<file path="src/rtl/prio_enc_pkg.sv">
// Shared types for the registered priority-encoder queue.
// Optional rotating priority is enabled with `PRIO_ENC_ROUND_ROBIN_EN.
package prio_enc_pkg;
   typedef enum logic {ST_EMPTY, ST_FULL} out_st_e;
endpackage

</file>
<file path="src/rtl/prio_enc_pick.sv">
// Combinational pick over the pending bitmap: returns index and one-hot of the winner.
// `PRIO_ENC_ROUND_ROBIN_EN selects the rotating search starting at i_ptr; otherwise highest index wins.
module prio_enc_pick #(
   parameter  int N_IN  = 8,
   localparam int OUT_W = $clog2(N_IN)
) (
   input  logic [N_IN-1:0]  i_pend,
   input  logic [OUT_W-1:0] i_ptr,
   output logic [OUT_W-1:0] o_idx,
   output logic [N_IN-1:0]  o_oh
);
`ifdef PRIO_ENC_ROUND_ROBIN_EN
   // Walk offsets from farthest to nearest so the first set bit at or above ptr is left standing.
   always_comb begin
      int k;
      k     = 0;
      o_idx = '0;
      o_oh  = '0;
      for (int d = N_IN - 1; d >= 0; d--) begin
         k = int'(i_ptr) + d;
         if (k >= N_IN) k = k - N_IN;
         if (i_pend[k]) begin
            o_idx = OUT_W'(k);
            o_oh  = N_IN'(1) << k;
         end
      end
   end
`else
   logic w_unused_ptr;
   assign w_unused_ptr = ^i_ptr;

   always_comb begin
      o_idx = '0;
      o_oh  = '0;
      for (int k = 0; k < N_IN; k++) begin
         if (i_pend[k]) begin
            o_idx = OUT_W'(k);
            o_oh  = N_IN'(1) << k;
         end
      end
   end
`endif
endmodule

</file>
<file path="src/rtl/prio_enc_queue.sv">
// Registered N_IN-to-log2 priority encoder with a pending bitmap and a valid/ready output stage.
// `PRIO_ENC_ROUND_ROBIN_EN adds a rotating-priority pointer; default is fixed highest-index priority.
module prio_enc_queue
   import prio_enc_pkg::*;
#(
   parameter  int N_IN  = 8,
   localparam int OUT_W = $clog2(N_IN)
) (
   input  logic             clk,
   input  logic             rst_n,
   input  logic [N_IN-1:0]  req_i,
   input  logic             out_ready_i,
   output logic             out_valid_o,
   output logic [OUT_W-1:0] out_idx_o,
   output logic [N_IN-1:0]  pend_o,
   output logic             lost_o
);
   out_st_e          r_state;
   logic [N_IN-1:0]  r_pend;
   logic [OUT_W-1:0] r_idx;
   logic             r_lost;
   logic             w_load;
   logic [OUT_W-1:0] w_pick_idx;
   logic [OUT_W-1:0] w_ptr;
   logic [N_IN-1:0]  w_pick_oh;
   logic [N_IN-1:0]  w_grant;

   assign w_load  = ((r_state == ST_EMPTY) || out_ready_i) && (|r_pend);
   assign w_grant = w_load ? w_pick_oh : '0;

   prio_enc_pick #(.N_IN(N_IN)) u_pick (
      .i_pend (r_pend),
      .i_ptr  (w_ptr),
      .o_idx  (w_pick_idx),
      .o_oh   (w_pick_oh)
   );

`ifdef PRIO_ENC_ROUND_ROBIN_EN
   logic [OUT_W-1:0] r_ptr;

   always_ff @(posedge clk or negedge rst_n) begin
      if (!rst_n)
         r_ptr <= '0;
      else if (w_load)
         r_ptr <= (w_pick_idx == OUT_W'(N_IN - 1)) ? '0 : w_pick_idx + 1'b1;
   end
   assign w_ptr = r_ptr;
`else
   assign w_ptr = '0;
`endif

   // A bit cleared by this grant and re-requested in the same cycle stays pending and is not lost.
   always_ff @(posedge clk or negedge rst_n) begin
      if (!rst_n) begin
         r_pend <= '0;
         r_lost <= 1'b0;
      end else begin
         r_pend <= (r_pend & ~w_grant) | req_i;
         r_lost <= |(req_i & r_pend & ~w_grant);
      end
   end

   always_ff @(posedge clk or negedge rst_n) begin
      if (!rst_n) begin
         r_state <= ST_EMPTY;
         r_idx   <= '0;
      end else begin
         case (r_state)
            ST_EMPTY: begin
               if (w_load) begin
                  r_idx   <= w_pick_idx;
                  r_state <= ST_FULL;
               end
            end
            ST_FULL: begin
               if (w_load)
                  r_idx <= w_pick_idx;
               else if (out_ready_i)
                  r_state <= ST_EMPTY;
            end
            default: r_state <= ST_EMPTY;
         endcase
      end
   end

   assign out_valid_o = (r_state == ST_FULL);
   assign out_idx_o   = r_idx;
   assign pend_o      = r_pend;
   assign lost_o      = r_lost;
endmodule

</file>
<file path="config.mk">
export PLATFORM = sky130hd
export DESIGN_NAME = prio_enc_queue
export DESIGN_NICKNAME = d
export VERILOG_FILES = /design/src/rtl/prio_enc_pkg.sv /design/src/rtl/prio_enc_pick.sv /design/src/rtl/prio_enc_queue.sv
export SDC_FILE = /design/constraint.sdc
export NUM_CORES = 1
export LEC_CHECK = 0
export ABC_AREA = 1
export CAP_MARGIN = 20
export CELL_PAD_IN_SITES_DETAIL_PLACEMENT = 1
export CELL_PAD_IN_SITES_GLOBAL_PLACEMENT = 2
export CORE_MARGIN = 4
export CORE_UTILIZATION = 24
export CTS_CLUSTER_SIZE = 28
export DETAILED_ROUTE_END_ITERATION = 7
export GPL_ROUTABILITY_DRIVEN = 0
export GPL_TIMING_DRIVEN = 0
export PLACE_DENSITY = 0.77
export SYNTH_ARGS = -nofsm -noshare
export SYNTH_HDL_FRONTEND = slang
export SYNTH_SLANG_ARGS = --single-unit
</file>
<file path="constraint.sdc">
create_clock -name clk -period 1.4 [get_ports clk]
set_input_delay 0.28 -clock clk [delete_from_list [all_inputs] [get_ports clk]]
set_output_delay 0.28 -clock clk [all_outputs]
set_load 0.005 [all_outputs]
</file>
==> impl_metrics.yaml <==
die:
  die_w_microns: 61.4
  die_y_microns: 61.4
  num_rows: 19
  design.core.area_sq_um: 2730
  ios: 24
  start_util_pct: 25.0
  die-area_sq_um: 3760
finish:
  area_growth_pct: 62.5
  register_area_sq_um: 329
  nNetsFinal: 132
  stdcell_count: 151
  antenna_cells: 0
  multi_input_area_sq_um: 348
  drive_above_1_share_pct: 31.7
  n_fill_cell: 334
clock_network:
  clock_latency_ns: 0.28
  hold_buffers: 0
  clkSinkCount: 13
  cts_buffers: 3
  cts_tree: "done"
  root_buffer: "clkbuf_4"
  clk_path_buf_depth: 2
  htree_levels: 1
  path_clk_slew_ns: 0.09
global_routing:
  grt_max_degree: 14
  grt_pass1_vias: 756
  grt_use_total_pct: 12.0
  antenna_found_initial: 0
  gr-total-overflow: 0
  grt_pass1_wl_mm: 3.28
sta:
  relSlewSlack_pct: 59.2
  post-route-min-period_ns: 1.39
  setup_violations: 0
  period_share_pct: 99.6
  hold_violations: 0
  worstMarginPinSlew_ns: 0.611
  slew_viol_final: 0
  fin_skew_ns: 0.000711
  rsz0062_at_grt: "true"
  hold_ws_ns: 0.372
  fmax_mhz: 717
critical_path:
  worstSetupEndpoint: "lost_o"
  r2r_cells: 9
  cp-start-kind: "flip-flop"
  worst-endpoint-arrival_ns: 1.58
  slowest_delay_ns: 0.38
  path_common_cell: "nand2_1"
  r2r-end: "lost_o"
  rr_startpoint: "pend_o[3]"
  crit_fanout: 4
  path_depth: 9
  worstPathRequired_ns: 1.58
  critPathKind: "flip-flop to flip-flop"
  path_cells: "buf_4 -> inv_2 -> nand2_1 -> nor3_2 -> nand2_1 -> nand3_1 -> nand2_1 -> nor2_1 -> nand2_1"
  crit_start: "pend_o[3]"
  critPathBufInv: 2
  end_kind: "flip-flop"
  crit_family: "simple AND/OR/NAND/NOR gates"
  reg2reg_slack_ns: 0.006
  crit_slowest_cell: "dfrtp_1"
placed_design:
  dp_hpwl_mm: 1.41
  place_inst: 133
  io_buffers: 23
power:
  cellPowerDensity_nw_per_um2: 681
  seqPwrFrac_pct: 52.0
  p_switching_w: 0.000198
  share_comb_of_total_power_pct: 15.1
  clkPwrFrac_pct: 32.9
  p_sw_share_pct: 26.3
  ir_worst_vdd_v: 0.000443
  p_int_w: 0.000557
  p_leak_nw: 0.491
logic_synthesis:
  ys_seq_area_share_pct: 47.6
  synth_area_sq_um: 683
  ys.warnings.count: 0
  syn_inst: 79
  ys_types: 19
  synth_seq_cells: 13
  syn_avg_cell_area_sq_um: 8.65
  syn_nets: 90
worst_hold_path:
  hp-class: "input port to async pin"
flow_run:
  cap_viol_max_count: 0
route:
  routed_wl_mm: 2.07
  avgViaCountPerCell: 4.67
  drt-initial-drc-count: 10
  dr.pass1.iters: 4
  final_antenna_net_count: 0
  vias: 705
  drcViolationCount: 0
  wire_per_inst_microns: 13.7
outcome:
  outcome: "finished clean"
[state kept, by name (all words and copies together) (netlist names)]
name	cells
lost_o	1
out_idx_o	3
out_valid_o	1
pend_o	8
[how the worst min path moves through the flow]
stage / startpoint / to / slack [ns] / depth (start not counted)
6_report: rst_n / pend_o[3] / 0.37 / 1
5_1_grt: rst_n / pend_o[1] / 0.40 / 1
4_1_cts: rst_n / out_idx_o[2] / 0.39 / 1
3_5_place_dp: out_idx_o[2] / out_idx_o[2] / 0.50 / 2
3_3_place_gp: out_idx_o[2] / out_idx_o[2] / 0.48 / 2
2_1_floorplan: rst_n / lost_o / -0.02 / 0
[metrics by stage]
stage / utilization [%] / setup TNS [ns] / power [W] / worst slack, ns / instance area, sq um
after floorplan: - / 0 / 0.000437 / 0.171 / 683
after global placement: 34.8 / -1.69 / 0.000503 / -0.304 / 952
after detailed placement: 34.8 / -1.69 / 0.000504 / -0.289 / 952
after CTS: 39.4 / 0 / 0.000768 / 0.00530 / 1080
after global routing: 40.6 / -0.137 / 0.000806 / -0.0973 / 1110
final: 40.6 / 0 / 0.000755 / 0.00563 / 1110
[synthesized netlist by cell type (all sizes together)]
cell type	n	area share, %
nor2	14	12
inv	9	4.9
a21o	3	3.5
o21bai	5	5.5
a31oi	1	0.92
nor3	2	1.5
a21oi	3	2.2
clkinv	1	0.55
dfrtp	13	48
nand3	9	6.6
or2	1	0.92
nand4	2	1.8
nand2	14	9.9
o21ai	2	2.0
[worst reg2reg max path: stages (launching register included)]
cell and delay, ns:
dfrtp_1 0.38, buf_4 0.15, inv_2 0.09, nand2_1 0.10, nor3_2 0.19, nand2_1 0.09, nand3_1 0.08, nand2_1 0.06
nor2_1 0.09, nand2_1 0.05
[area by class of cell]
type,instances,area share [%]
Timing Repair Buffer,37,29.5
Tap cell,31,3.49
Multi-Input combinational cell,56,31.3
Inverter,10,3.61
Sequential cell,13,29.7
Clock buffer,4,2.37
[power groups by stage]
stage / Combinational (W) / Clock (W) / Sequential [W]
2_1_floorplan: 0.0000363 / 0 / 0.000400
3_3_place_gp: 0.000102 / 0 / 0.000401
3_5_place_dp: 0.000103 / 0 / 0.000401
4_1_cts: 0.000115 / 0.000261 / 0.000391
5_1_grt: 0.000128 / 0.000285 / 0.000394
6_report: 0.000114 / 0.000249 / 0.000393
[cells by family after synthesis]
logic type             count (synthesis)  synth area share [%]
AND/OR/NAND/NOR                       42                  32.8
AO/OA/AOI/OAI                         14                  14.1
flip-flops                            13                  47.6
buffers and inverters                 10                  5.49
[placed cells by master (no fill, tap or decap), types with 5 or more instances in the layout]
cell type	synthesis	layout
buf_4	0	13
nor2_1	8	6
clkdlybuf4s50_1	0	10
nand3_1	9	9
o21bai_1	5	5
dfrtp_1	13	10
inv_1	9	7
dlygate4sd2_1	0	11
nor2_4	3	6
nand2_1	12	11
[what timing repair did]
action	4_1_cts	5_1_grt
gates resized for setup	19	10
setup endpoints to repair	13	7
setup buffers	13	2
pin swaps	4	7
[metal layers]
metal	GRT usage (%)	vias to the layer above	share of wire, %
met3	2.52	2	5.3
met5	0	-	0
met2	20.7	20	51
li1	-	343	-
met4	5.45	0	1.4
met1	14.3	340	42
Note: power is estimated with default switching activity, not from simulation.
